$ cat src/rtl/cfg_axil_cmd_master_if.sv
// AXI-lite bus between cfg_axil_cmd_master and the register memory slave.
//
// Channels:
//   AW : awvalid, awready, awaddr, awid
//   W  : wvalid, wready, wdata
//   B  : bvalid, bready, bresp, bid
//   AR : arvalid, arready, araddr, arid
//   R  : rvalid, rready, rdata, rresp, rid, rlast
//
// Modports:
//   master : the command master (drives valids on AW/W/AR, readys on B/R)
//   slave  : the register memory slave (mirror image)
interface cfg_axil_cmd_master_if #(
  parameter int ADDR_SIZE = 32,
  parameter int DATA_SIZE = 32,
  parameter int ID_SIZE   = 32
);
  logic                 awvalid;
  logic                 awready;
  logic [ADDR_SIZE-1:0] awaddr;
  logic [ID_SIZE-1:0]   awid;

  logic                 wvalid;
  logic                 wready;
  logic [DATA_SIZE-1:0] wdata;

  logic                 bvalid;
  logic                 bready;
  logic [1:0]           bresp;
  logic [ID_SIZE-1:0]   bid;

  logic                 arvalid;
  logic                 arready;
  logic [ADDR_SIZE-1:0] araddr;
  logic [ID_SIZE-1:0]   arid;

  logic                 rvalid;
  logic                 rready;
  logic [DATA_SIZE-1:0] rdata;
  logic [1:0]           rresp;
  logic [ID_SIZE-1:0]   rid;
  logic                 rlast;

  modport master (
    output awvalid, awaddr, awid,
    input  awready,
    output wvalid, wdata,
    input  wready,
    input  bvalid, bresp, bid,
    output bready,
    output arvalid, araddr, arid,
    input  arready,
    input  rvalid, rdata, rresp, rid, rlast,
    output rready
  );

  modport slave (
    input  awvalid, awaddr, awid,
    output awready,
    input  wvalid, wdata,
    output wready,
    output bvalid, bresp, bid,
    input  bready,
    input  arvalid, araddr, arid,
    output arready,
    output rvalid, rdata, rresp, rid, rlast,
    input  rready
  );
endinterface

$ cat src/rtl/cfg_axil_cmd_master.sv
// Configuration command master: turns one command at a time into a single
// AXI-lite write (AW+W -> B) or read (AR -> R) and returns the outcome on a
// response stream. A watchdog counter bounds every transaction so a hung
// slave cannot lock the config path.
//
// Ports:
//   clk, reset_n      : clock (rising edge), asynchronous active-low reset
//   cmd_*             : command stream in (valid/ready, write, addr, wdata, id)
//   rsp_*             : response stream out (valid/ready, write, id, rdata, resp)
//   axi               : AXI-lite master side (cfg_axil_cmd_master_if.master)
//   dbg_state         : current FSM state encoding (state_t)
//
// Handshake rule, for every valid/ready pair here: a transfer happens on a
// rising edge where valid and ready are both high; a producer never drops
// valid, nor changes the payload, until that transfer; a consumer may raise
// or lower ready freely.
//
// rsp_resp: 2'b00 OKAY, 2'b10 SLVERR (from slave), 2'b11 local timeout.
//
// Timeout: the counter is 0 in the first cycle the address valid is up and
// counts up every cycle of the transaction. TIMEOUT cycles are allowed for the
// response handshake; if the cycle with count TIMEOUT-1 passes without it, the
// transaction is abandoned. A matching response in that last cycle still wins.
// TIMEOUT must be at least 2.
module cfg_axil_cmd_master #(
  parameter int DATA_SIZE = 32,
  parameter int ADDR_SIZE = 32,
  parameter int ID_SIZE   = 32,
  parameter int TIMEOUT   = 1024
) (
  input  logic                 clk,
  input  logic                 reset_n,

  input  logic                 cmd_valid,
  output logic                 cmd_ready,
  input  logic                 cmd_write,
  input  logic [ADDR_SIZE-1:0] cmd_addr,
  input  logic [DATA_SIZE-1:0] cmd_wdata,
  input  logic [ID_SIZE-1:0]   cmd_id,

  output logic                 rsp_valid,
  input  logic                 rsp_ready,
  output logic                 rsp_write,
  output logic [ID_SIZE-1:0]   rsp_id,
  output logic [DATA_SIZE-1:0] rsp_rdata,
  output logic [1:0]           rsp_resp,

  cfg_axil_cmd_master_if.master axi,

  output logic [2:0]           dbg_state
);

  typedef enum logic [2:0] {
    S_IDLE   = 3'd0,
    S_WR     = 3'd1,
    S_WAIT_B = 3'd2,
    S_RD     = 3'd3,
    S_WAIT_R = 3'd4,
    S_RSP    = 3'd5
  } state_t;

  localparam int CNT_W = (TIMEOUT > 2) ? $clog2(TIMEOUT) : 1;
  localparam logic [1:0] RESP_TIMEOUT = 2'b11;

  state_t             state;
  logic [CNT_W-1:0]   cnt;
  logic [ID_SIZE-1:0] id_q;
  logic               write_q;
  logic               expired;
  logic               aw_left;
  logic               w_left;

  // rlast carries no information for single-beat AXI-lite reads.
  logic unused_rlast;
  assign unused_rlast = axi.rlast;

  assign dbg_state = state;
  assign expired   = (cnt == CNT_W'(TIMEOUT - 1));
  // A channel still owes a handshake if its valid is up and ready is low.
  assign aw_left   = axi.awvalid && !axi.awready;
  assign w_left    = axi.wvalid && !axi.wready;

  always_ff @(posedge clk or negedge reset_n) begin
    if (!reset_n) begin
      state       <= S_IDLE;
      cnt         <= '0;
      id_q        <= '0;
      write_q     <= 1'b0;
      cmd_ready   <= 1'b0;
      rsp_valid   <= 1'b0;
      rsp_write   <= 1'b0;
      rsp_id      <= '0;
      rsp_rdata   <= '0;
      rsp_resp    <= '0;
      axi.awvalid <= 1'b0;
      axi.awaddr  <= '0;
      axi.awid    <= '0;
      axi.wvalid  <= 1'b0;
      axi.wdata   <= '0;
      axi.arvalid <= 1'b0;
      axi.araddr  <= '0;
      axi.arid    <= '0;
      // B and R readys stay high at all times so stray or late responses
      // are always sunk rather than stalling the slave.
      axi.bready  <= 1'b1;
      axi.rready  <= 1'b1;
    end else begin
      case (state)
        S_IDLE: begin
          cmd_ready <= 1'b1;
          if (cmd_valid && cmd_ready) begin
            cmd_ready <= 1'b0;
            id_q      <= cmd_id;
            write_q   <= cmd_write;
            cnt       <= '0;
            if (cmd_write) begin
              axi.awvalid <= 1'b1;
              axi.awaddr  <= cmd_addr;
              axi.awid    <= cmd_id;
              axi.wvalid  <= 1'b1;
              axi.wdata   <= cmd_wdata;
              state       <= S_WR;
            end else begin
              axi.arvalid <= 1'b1;
              axi.araddr  <= cmd_addr;
              axi.arid    <= cmd_id;
              state       <= S_RD;
            end
          end
        end

        S_WR: begin
          cnt <= cnt + CNT_W'(1);
          if (expired) begin
            axi.awvalid <= 1'b0;
            axi.wvalid  <= 1'b0;
            rsp_valid   <= 1'b1;
            rsp_write   <= write_q;
            rsp_id      <= id_q;
            rsp_rdata   <= '0;
            rsp_resp    <= RESP_TIMEOUT;
            state       <= S_RSP;
          end else begin
            // AW and W complete independently, in either order.
            if (axi.awready) axi.awvalid <= 1'b0;
            if (axi.wready)  axi.wvalid  <= 1'b0;
            if (!aw_left && !w_left) state <= S_WAIT_B;
          end
        end

        S_WAIT_B: begin
          cnt <= cnt + CNT_W'(1);
          if (axi.bvalid && (axi.bid == id_q)) begin
            rsp_valid <= 1'b1;
            rsp_write <= 1'b1;
            rsp_id    <= id_q;
            rsp_rdata <= '0;
            rsp_resp  <= axi.bresp;
            state     <= S_RSP;
          end else if (expired) begin
            rsp_valid <= 1'b1;
            rsp_write <= write_q;
            rsp_id    <= id_q;
            rsp_rdata <= '0;
            rsp_resp  <= RESP_TIMEOUT;
            state     <= S_RSP;
          end
          // A B beat with a foreign id is consumed (bready high) and ignored.
        end

        S_RD: begin
          cnt <= cnt + CNT_W'(1);
          if (expired) begin
            axi.arvalid <= 1'b0;
            rsp_valid   <= 1'b1;
            rsp_write   <= write_q;
            rsp_id      <= id_q;
            rsp_rdata   <= '0;
            rsp_resp    <= RESP_TIMEOUT;
            state       <= S_RSP;
          end else if (axi.arready) begin
            axi.arvalid <= 1'b0;
            state       <= S_WAIT_R;
          end
        end

        S_WAIT_R: begin
          cnt <= cnt + CNT_W'(1);
          if (axi.rvalid && (axi.rid == id_q)) begin
            rsp_valid <= 1'b1;
            rsp_write <= 1'b0;
            rsp_id    <= id_q;
            rsp_rdata <= axi.rdata;
            rsp_resp  <= axi.rresp;
            state     <= S_RSP;
          end else if (expired) begin
            rsp_valid <= 1'b1;
            rsp_write <= write_q;
            rsp_id    <= id_q;
            rsp_rdata <= '0;
            rsp_resp  <= RESP_TIMEOUT;
            state     <= S_RSP;
          end
        end

        S_RSP: begin
          if (rsp_ready) begin
            rsp_valid <= 1'b0;
            // Ready for the next command straight away.
            cmd_ready <= 1'b1;
            state     <= S_IDLE;
          end
        end

        default: begin
          state <= S_IDLE;
        end
      endcase
    end
  end

endmodule

$ cat src/flat_wrapper.sv
// flat-port wrapper written by rule: the top's interface ports become plain ports
module cfg_axil_cmd_master_flat 
#(
  parameter int DATA_SIZE = 32,
  parameter int ADDR_SIZE = 32,
  parameter int ID_SIZE   = 32,
  parameter int TIMEOUT   = 1024
)
  (clk, reset_n, cmd_valid, cmd_ready, cmd_write, cmd_addr, cmd_wdata, cmd_id, rsp_valid, rsp_ready, rsp_write, rsp_id, rsp_rdata, rsp_resp, dbg_state, axi_awvalid, axi_awaddr, axi_awid, axi_awready, axi_wvalid, axi_wdata, axi_wready, axi_bvalid, axi_bresp, axi_bid, axi_bready, axi_arvalid, axi_araddr, axi_arid, axi_arready, axi_rvalid, axi_rdata, axi_rresp, axi_rid, axi_rlast, axi_rready);
  cfg_axil_cmd_master_if #(.ADDR_SIZE(ADDR_SIZE), .DATA_SIZE(DATA_SIZE), .ID_SIZE(ID_SIZE)) axi_i ();
  input  logic clk;
  input  logic reset_n;
  input  logic cmd_valid;
  output logic cmd_ready;
  input  logic cmd_write;
  input  logic [ADDR_SIZE-1:0] cmd_addr;
  input  logic [DATA_SIZE-1:0] cmd_wdata;
  input  logic [ID_SIZE-1:0] cmd_id;
  output logic rsp_valid;
  input  logic rsp_ready;
  output logic rsp_write;
  output logic [ID_SIZE-1:0] rsp_id;
  output logic [DATA_SIZE-1:0] rsp_rdata;
  output logic [1:0] rsp_resp;
  output logic [2:0] dbg_state;
  output wire logic [$bits(axi_i.awvalid)-1:0] axi_awvalid;
  output wire logic [$bits(axi_i.awaddr)-1:0] axi_awaddr;
  output wire logic [$bits(axi_i.awid)-1:0] axi_awid;
  input wire logic [$bits(axi_i.awready)-1:0] axi_awready;
  output wire logic [$bits(axi_i.wvalid)-1:0] axi_wvalid;
  output wire logic [$bits(axi_i.wdata)-1:0] axi_wdata;
  input wire logic [$bits(axi_i.wready)-1:0] axi_wready;
  input wire logic [$bits(axi_i.bvalid)-1:0] axi_bvalid;
  input wire logic [$bits(axi_i.bresp)-1:0] axi_bresp;
  input wire logic [$bits(axi_i.bid)-1:0] axi_bid;
  output wire logic [$bits(axi_i.bready)-1:0] axi_bready;
  output wire logic [$bits(axi_i.arvalid)-1:0] axi_arvalid;
  output wire logic [$bits(axi_i.araddr)-1:0] axi_araddr;
  output wire logic [$bits(axi_i.arid)-1:0] axi_arid;
  input wire logic [$bits(axi_i.arready)-1:0] axi_arready;
  input wire logic [$bits(axi_i.rvalid)-1:0] axi_rvalid;
  input wire logic [$bits(axi_i.rdata)-1:0] axi_rdata;
  input wire logic [$bits(axi_i.rresp)-1:0] axi_rresp;
  input wire logic [$bits(axi_i.rid)-1:0] axi_rid;
  input wire logic [$bits(axi_i.rlast)-1:0] axi_rlast;
  output wire logic [$bits(axi_i.rready)-1:0] axi_rready;
  assign axi_awvalid = axi_i.awvalid;
  assign axi_awaddr = axi_i.awaddr;
  assign axi_awid = axi_i.awid;
  assign axi_i.awready = axi_awready;
  assign axi_wvalid = axi_i.wvalid;
  assign axi_wdata = axi_i.wdata;
  assign axi_i.wready = axi_wready;
  assign axi_i.bvalid = axi_bvalid;
  assign axi_i.bresp = axi_bresp;
  assign axi_i.bid = axi_bid;
  assign axi_bready = axi_i.bready;
  assign axi_arvalid = axi_i.arvalid;
  assign axi_araddr = axi_i.araddr;
  assign axi_arid = axi_i.arid;
  assign axi_i.arready = axi_arready;
  assign axi_i.rvalid = axi_rvalid;
  assign axi_i.rdata = axi_rdata;
  assign axi_i.rresp = axi_rresp;
  assign axi_i.rid = axi_rid;
  assign axi_i.rlast = axi_rlast;
  assign axi_rready = axi_i.rready;
  cfg_axil_cmd_master #(.DATA_SIZE(DATA_SIZE), .ADDR_SIZE(ADDR_SIZE), .ID_SIZE(ID_SIZE), .TIMEOUT(TIMEOUT)) u_core (.clk(clk), .reset_n(reset_n), .cmd_valid(cmd_valid), .cmd_ready(cmd_ready), .cmd_write(cmd_write), .cmd_addr(cmd_addr), .cmd_wdata(cmd_wdata), .cmd_id(cmd_id), .rsp_valid(rsp_valid), .rsp_ready(rsp_ready), .rsp_write(rsp_write), .rsp_id(rsp_id), .rsp_rdata(rsp_rdata), .rsp_resp(rsp_resp), .axi(axi_i), .dbg_state(dbg_state));
endmodule
$ cat config.mk
export PLATFORM = sky130hd
export DESIGN_NAME = cfg_axil_cmd_master_flat
export DESIGN_NICKNAME = d
export VERILOG_FILES = /design/src/rtl/cfg_axil_cmd_master_if.sv /design/src/rtl/cfg_axil_cmd_master.sv /design/src/flat_wrapper.sv
export SDC_FILE = /design/constraint.sdc
export NUM_CORES = 1
export LEC_CHECK = 0
export CAP_MARGIN = 20
export CORE_ASPECT_RATIO = 1.2
export CORE_MARGIN = 2
export CORE_UTILIZATION = 39
export CTS_BUF_LIST = sky130_fd_sc_hd__clkbuf_8
export CTS_CLUSTER_SIZE = 8
export DETAILED_ROUTE_END_ITERATION = 7
export MAX_ROUTING_LAYER = met4
export PLACE_DENSITY_LB_ADDON = 0.08
export SLEW_MARGIN = 25
export SYNTH_ARGS = -nofsm -noshare
export SYNTH_HDL_FRONTEND = slang
export SYNTH_SLANG_ARGS = --single-unit
$ cat constraint.sdc
create_clock -name clk -period 3.3 [get_ports clk]
set_clock_uncertainty 0.2 [all_clocks]
set_input_delay 0.66 -clock clk [delete_from_list [all_inputs] [get_ports clk]]
set_output_delay 0.66 -clock clk [all_outputs]
set_load 0.02 [all_outputs]
==> impl_metrics.toml, run 1 <==
[floorplan]
floorplan.die_area_um2 = 30950
die_height_um = 192.3
pin_count = 444
area_of_the_core_um2 = 28930
row_count = 68
start_util = 0.3984
die_w_um = 160.9

[power]
power.density_cell_area_nw_per_um2 = 855.2
power_leakage_nw = 7.667
vdd_drop_max_v = 0.0006019

[worst_setup_path]
r2r.worst_path.cells = 8
crit_path_cell_trace = "clkdlybuf4s50_1 > xor2_1 > nor4_1 > nand4_1 > nor4_2 > nor2_2 > nor2b_4 > buf_12 > mux2_1"
crit_path_max_fanout = 28
cp-start-kind = "input pin"
criticalPathCategory = "input pin to register"
slowest_stage = "sky130_fd_sc_hd__clkdlybuf4s50_1"
timing.critical_path.slowest_cell_delay_ns = 0.45
timing.rr.end = "u_core.rsp_id[10]"
critPathArrivalTime_ns = 3.06
r2r_setup_slack_ns = 0.55
crit_path_end_kind = "register"
worstReg2RegStart = "u_core.id_q[29]"
timing.critical_path.required_ns = 3.54

[yosys]
dominant_combinational_cell_family_by_area_after_synthesis = "multiplexers"
postSynth.topFlopCell = "sky130_fd_sc_hd__dfrtp_1"
ys_async_sr_fraction = 1.000
synth.largest_area_cell = "sky130_fd_sc_hd__dfrtp_1"
number_of_distinct_library_cells_after_synthesis = 47
syn_inst = 854
compound_gate_fraction_of_synth_area = 0.02052
post_synth_xor_area_fraction = 0.05320
synth.ff_latch_count = 278
post_synth.cell_area_avg_um2 = 13.50
synth_edf_count = 0
yosys.cell_count.top_type = "sky130_fd_sc_hd__dfrtp_1"
synth.mux.area_fraction = 0.2189
synth_simple_gate_area_frac = 0.08609
synth-adder-area-share = 0.001086
synth.cell_area_um2 = 11520
synthTopCellsByCount = "278 x sky130_fd_sc_hd__dfrtp_1, 204 x sky130_fd_sc_hd__mux2_2, 76 x sky130_fd_sc_hd__nand2_1"
synth.yosys.warnings = 2
synth.top_cell.area_share = 0.6036
post_synth_main_area_contributors = "sky130_fd_sc_hd__dfrtp_1 60%, sky130_fd_sc_hd__mux2_2 20%, sky130_fd_sc_hd__xor2_1 5.0%"
ys_seq_area_frac = 0.6036

[placed_design]
minimum_setup_slack_after_placement_ns = -0.1300
placement.cell_area_um2 = 16620
dp_hpwl_um = 26490
placed_cells_incl_taps = 1669
portBuffers = 440
finalWeightedCongestion = 0.8637

[clock_network]
clkTransAtPathRegs_ns = 0.06
clock_path_buffers = 3
worstSkewPairLatency_ns = 0.57
cts.sink_count = 278
cts_tree = "yes"
post_cts_resized = 0
cts_setup_buffers = 0
clock_buffers_created_by_tritoncts = 46
cts-htree-levels = 2
cts_root_buf = "sky130_fd_sc_hd__clkbuf_8"

[route]
avgRoutedWirePerCell_um = 20.44
drt_first_iter_violations = 329
vias_per_cell = 4.943
routed_wirelength_um = 35790
detail_route.first_pass.iterations = 5
drc_violations_left = 0
detailroute.via_count = 8656
antenna_left = 0

[worst_hold_path]
hold-path-endpoint = "u_core.rsp_rdata[3]"
start_point_of_the_worst_hold_path = "u_core.rsp_rdata[3]"
min_delay_path_depth = 2
worst_hold_path_type = "register to register"

[global_route]
grt_antenna_before_repair = 1
first_pass_grt_wire_length_um = 53310
grt_overflow_total = 0
gr-usage-all-layers = 0.2335
grt_pass1_vias = 8987
grt_start_max_net_pins = 91

[timing]
setup_slack_ns = 0.4741
max_slew.worst_pin.slew_ns = 0.7254
final_hold_viol_count = 0
min_period_over_period = 0.8563
final-max-slew-violation-count = 0
max_freq_ghz = 0.3539
finalSetupViolCount = 0
finalCriticalPeriod_ns = 2.826
rsz0062_at_grt = "no"
relSlewSlack = 0.5164

[run]
drv_cap = 0

[final_layout]
layoutNonFillerInstCount = 1751
postLayoutCellArea_um2 = 17530
layout-drive-gt1-share = 0.2256
num-nets-final = 1541
area.growth.synth_to_final_pct = 52.08

[run_status]
outcome = "finished, final reports clean"
-- placed cells by master, fill, tap and decap left out, drive strengths merged, types with 5 or more instances in the layout --
| cell | n |
|---|---|
| nor2 | 18 |
| nor4 | 24 |
| nand2 | 76 |
| mux2 | 224 |
| nand4 | 7 |
| nor2b | 7 |
| xor2 | 66 |
| buf | 31 |
| o21ai | 6 |
| or3 | 5 |
| nand3 | 39 |
| dfrtp | 278 |
| clkdlybuf4s50 | 439 |
| nor3 | 11 |
| a21oi | 9 |
| clkbuf | 56 |
| inv | 22 |
-- routing by layer --
metal | share of wire | track usage | wire length [um]
met1 | 0.39 | 0.2655 | 14110
met2 | 0.50 | 0.3930 | 17760
met3 | 0.087 | 0.07866 | 3127
met4 | 0.022 | 0.07109 | 794
met5 | 0 | - | 0
-- cells by family after synthesis --
logic type / Yosys count
muxes: 224
other: 1
DFF: 278
buffers and inverters: 44
and+or+nand+nor: 201
AOI/OAI and AO/OA: 35
xor gates and xnor gates: 70
adders and majority gates: 1
-- registers in the layout (all words and copies together) (netlist names), 2 cells and up --
signal	cells
u_core.axi.wdata	32
u_core.axi.araddr	32
u_core.rsp_resp	2
u_core.rsp_id	32
u_core.dbg_state	3
u_core.axi.awid	32
u_core.rsp_rdata	32
u_core.cnt	10
u_core.axi.arid	32
u_core.id_q	32
u_core.axi.awaddr	32
-- worst max-delay path, delay by kind of cell --
kind                      cells  cell delay (ns)
muxes                         1             0.32
xor gates and xnor gates      1             0.16
and+or+nand+nor               5             1.28
buffers and inverters         2             0.62
-- area by class of cell --
class | instances | area, um^2
Fill cell | 2433 | 11400
Sequential cell | 278 | 6957
Timing Repair Buffer | 471 | 4770
Multi-Input combinational cell | 533 | 4410
Clock buffer | 56 | 770.7
Tap cell | 385 | 481.7
Clock inverter | 24 | 123.9
Inverter | 3 | 11.26
Antenna cell | 1 | 2.502
-- report_power, final --
part,total [mW],internal [mW],switching [mW]
Sequential,5.62,4.68,0.932
Combinational,6.40,3.37,3.02
Clock,2.98,1.60,1.37
Total,15.0,9.66,5.33
-- worst max path at each step --
stage	to	depth (start not counted)	from
2_1_floorplan	u_core.rsp_id[10]	9	axi_bid[24]
3_3_place_gp	u_core.rsp_id[9]	9	axi_bid[27]
3_5_place_dp	u_core.rsp_id[16]	9	axi_bid[27]
4_1_cts	u_core.rsp_id[7]	9	axi_bid[27]
5_1_grt	u_core.rsp_id[7]	9	axi_bid[27]
6_report	u_core.rsp_id[10]	9	axi_bid[27]
-- repair_timing --
item,4_1_cts,5_1_grt
hold endpoints to repair,82,0
setup endpoints to repair,0,0
hold buffers,1,0
-- stage by stage --
stage	total power [mW]	hold slack (ns)	TNS [ns]	utilization
2_1_floorplan	8.803	0.1644	0	-
3_3_place_gp	12.04	0.2702	-2.271	0.5745
3_5_place_dp	12.11	0.2771	-3.128	0.5745
4_1_cts	15.18	0.2896	0	0.6058
5_1_grt	15.81	0.3074	0	0.6059
6_report	14.99	0.2852	0	0.6059
No activity file was read; power rests on OpenSTA's default activity.
==> inputs of run 2 (changes only) <==
Settings changed: HOLD_SLACK_MARGIN from default to 0.03, MAX_ROUTING_LAYER met4 to default.
==> run 2 against run 1 <==
Global-route usage is 0.67 points lower. Sequential share of layout area stayed put. Hold slack hardly changed. Combinational power hardly changed. Largest power group unchanged.
==> impl_metrics.toml, run 2 (synthesis gave the netlist of run 1 again) <==
[final_layout]
postLayoutCellArea_um2 = 17530
num-nets-final = 1541
layoutNonFillerInstCount = 1751
final_cell_mix = "439 x sky130_fd_sc_hd__clkdlybuf4s50_1, 278 x sky130_fd_sc_hd__dfrtp_1, 204 x sky130_fd_sc_hd__mux2_2, 75 x sky130_fd_sc_hd__nand2_1, 66 x sky130_fd_sc_hd__xor2_1"
n_fill_cell = 2433
layout-drive-gt1-share = 0.2256
layout_commonest_cell = "sky130_fd_sc_hd__clkdlybuf4s50_1"
area.growth.synth_to_final_pct = 52.08
final_core_util = 0.6059

[power]
pwr-share-seq = 0.375
vdd_drop_max_v = 0.0006016
power.combinational.fraction = 0.427
pwr-share-clk = 0.198
net-switching-power_mw = 5.333
power_leakage_nw = 7.667
power.density_cell_area_nw_per_um2 = 855.3
switching_share = 0.3558
power.internal_mw = 9.657
totalPowerFinal_mw = 14.99

[global_route]
gr-usage-all-layers = 0.2268
first_pass_grt_wire_length_um = 53440
grt_pass1_vias = 8941
grt_start_max_net_pins = 91
grt_antenna_before_repair = 1
grt_overflow_total = 0

[timing]
final_hold_viol_count = 0
final-max-slew-violation-count = 0
fin_hold_ws_ns = 0.2856
max_freq_ghz = 0.3526
rsz0062_at_grt = "no"
min_period_over_period = 0.8593
relSlewSlack = 0.5115
setup_slack_ns = 0.4642
max_slew.worst_pin.slew_ns = 0.7328
finalCriticalPeriod_ns = 2.836
timing.setup.tns_ns = 0
finalSetupViolCount = 0

[clock_network]
post_cts_resized = 0
cts.sink_count = 278
cts_tree = "yes"
cts-htree-levels = 2
clock_path_buffers = 3
clkTransAtPathRegs_ns = 0.06
clock_buffers_created_by_tritoncts = 46
cts_root_buf = "sky130_fd_sc_hd__clkbuf_8"
worstSkewPairLatency_ns = 0.57

[worst_hold_path]
hold-path-endpoint = "u_core.rsp_rdata[18]"
start_point_of_the_worst_hold_path = "u_core.rsp_rdata[18]"
worst_hold_path_type = "register to register"
min_delay_path_depth = 2

[route]
antenna_left = 0
vias_per_cell = 4.965
detailroute.via_count = 8693
drt_first_iter_violations = 382
detail_route.first_pass.iterations = 6
routed_wirelength_um = 35820
avgRoutedWirePerCell_um = 20.46
drc_violations_left = 0

[run]
drv_cap = 0

[placed_design]
placement.cell_area_um2 = 16620
placed_cells_incl_taps = 1669
dp_hpwl_um = 26490
finalWeightedCongestion = 0.8503
portBuffers = 440
minimum_setup_slack_after_placement_ns = -0.1300

[floorplan]
area_of_the_core_um2 = 28930
start_util = 0.3984
row_count = 68
floorplan.die_area_um2 = 30950
die_w_um = 160.9
pin_count = 444
die_height_um = 192.3

[worst_setup_path]
crit_path_max_fanout = 28
crit_path_end_kind = "register"
r2r_setup_slack_ns = 0.53
r2r.worst_path.cells = 8
cp-start-kind = "input pin"
criticalPathCategory = "input pin to register"
timing.rr.end = "u_core.rsp_id[10]"
timing.critical_path.required_ns = 3.54
worstReg2RegStart = "u_core.id_q[29]"
critPathArrivalTime_ns = 3.08

[run_status]
outcome = "finished, final reports clean"
==> run 2: cell counts in the layout (fill, tap and decap cells not counted) <==
Identical to the previous run, type by type.
==> run 2: routing by layer <==
layer  GRT usage  up-vias  wire, um
met1      0.2634     4295     14000
met2      0.3919      370     17710
li1            -     3967         -
met3     0.08317       61      3315
met4     0.07177        0       802
met5           0        -         0
==> run 2: cell type report <==
class	count	area [um^2]	share of cell area
clock buffers	56	770.7	0.04397
inverters	3	11.26	0.0006425
repair buffers	471	4770	0.2721
clock inverters	24	123.9	0.007067
well taps	385	481.7	0.02748
multi-input cells	533	4410	0.2516
diodes	1	2.502	0.0001428
flip-flops and latches	278	6957	0.3969
==> run 2: power groups by stage <==
stage / Sequential, mW / Clock, mW / Combinational, mW
CTS: 5.63 / 3.07 / 6.48
floorplan: 6.74 / 0 / 2.06
global route: 5.79 / 3.23 / 6.79
detailed placement: 5.67 / 0 / 6.44
global placement: 5.62 / 0 / 6.42
finish: 5.62 / 2.97 / 6.40
==> run 2: worst max-delay path: stages <==
cell                              delay [ns]
sky130_fd_sc_hd__clkdlybuf4s50_1        0.46
sky130_fd_sc_hd__xor2_1                 0.16
sky130_fd_sc_hd__nor4_1                 0.38
sky130_fd_sc_hd__nand4_1                0.30
sky130_fd_sc_hd__nor4_2                 0.39
sky130_fd_sc_hd__nor2_2                 0.08
sky130_fd_sc_hd__nor2b_4                0.14
sky130_fd_sc_hd__buf_12                 0.16
sky130_fd_sc_hd__mux2_1                 0.32
==> run 2: worst max path at each step <==
stage | start | end | slack, ns
after floorplan | axi_bid[24] | u_core.rsp_id[10] | 0.58
after global placement | axi_bid[27] | u_core.rsp_id[9] | -0.09
after detailed placement | axi_bid[27] | u_core.rsp_id[16] | -0.13
after CTS | axi_bid[27] | u_core.rsp_id[7] | 0.48
after global routing | axi_bid[27] | u_core.rsp_id[7] | 0.36
final | axi_bid[27] | u_core.rsp_id[10] | 0.46
==> run 2: timing repair <==
| action | CTS | global route |
|---|---|---|
| buffers inserted | 0 | 0 |
| hold endpoints to repair | 82 | 0 |
| hold buffers | 1 | 0 |
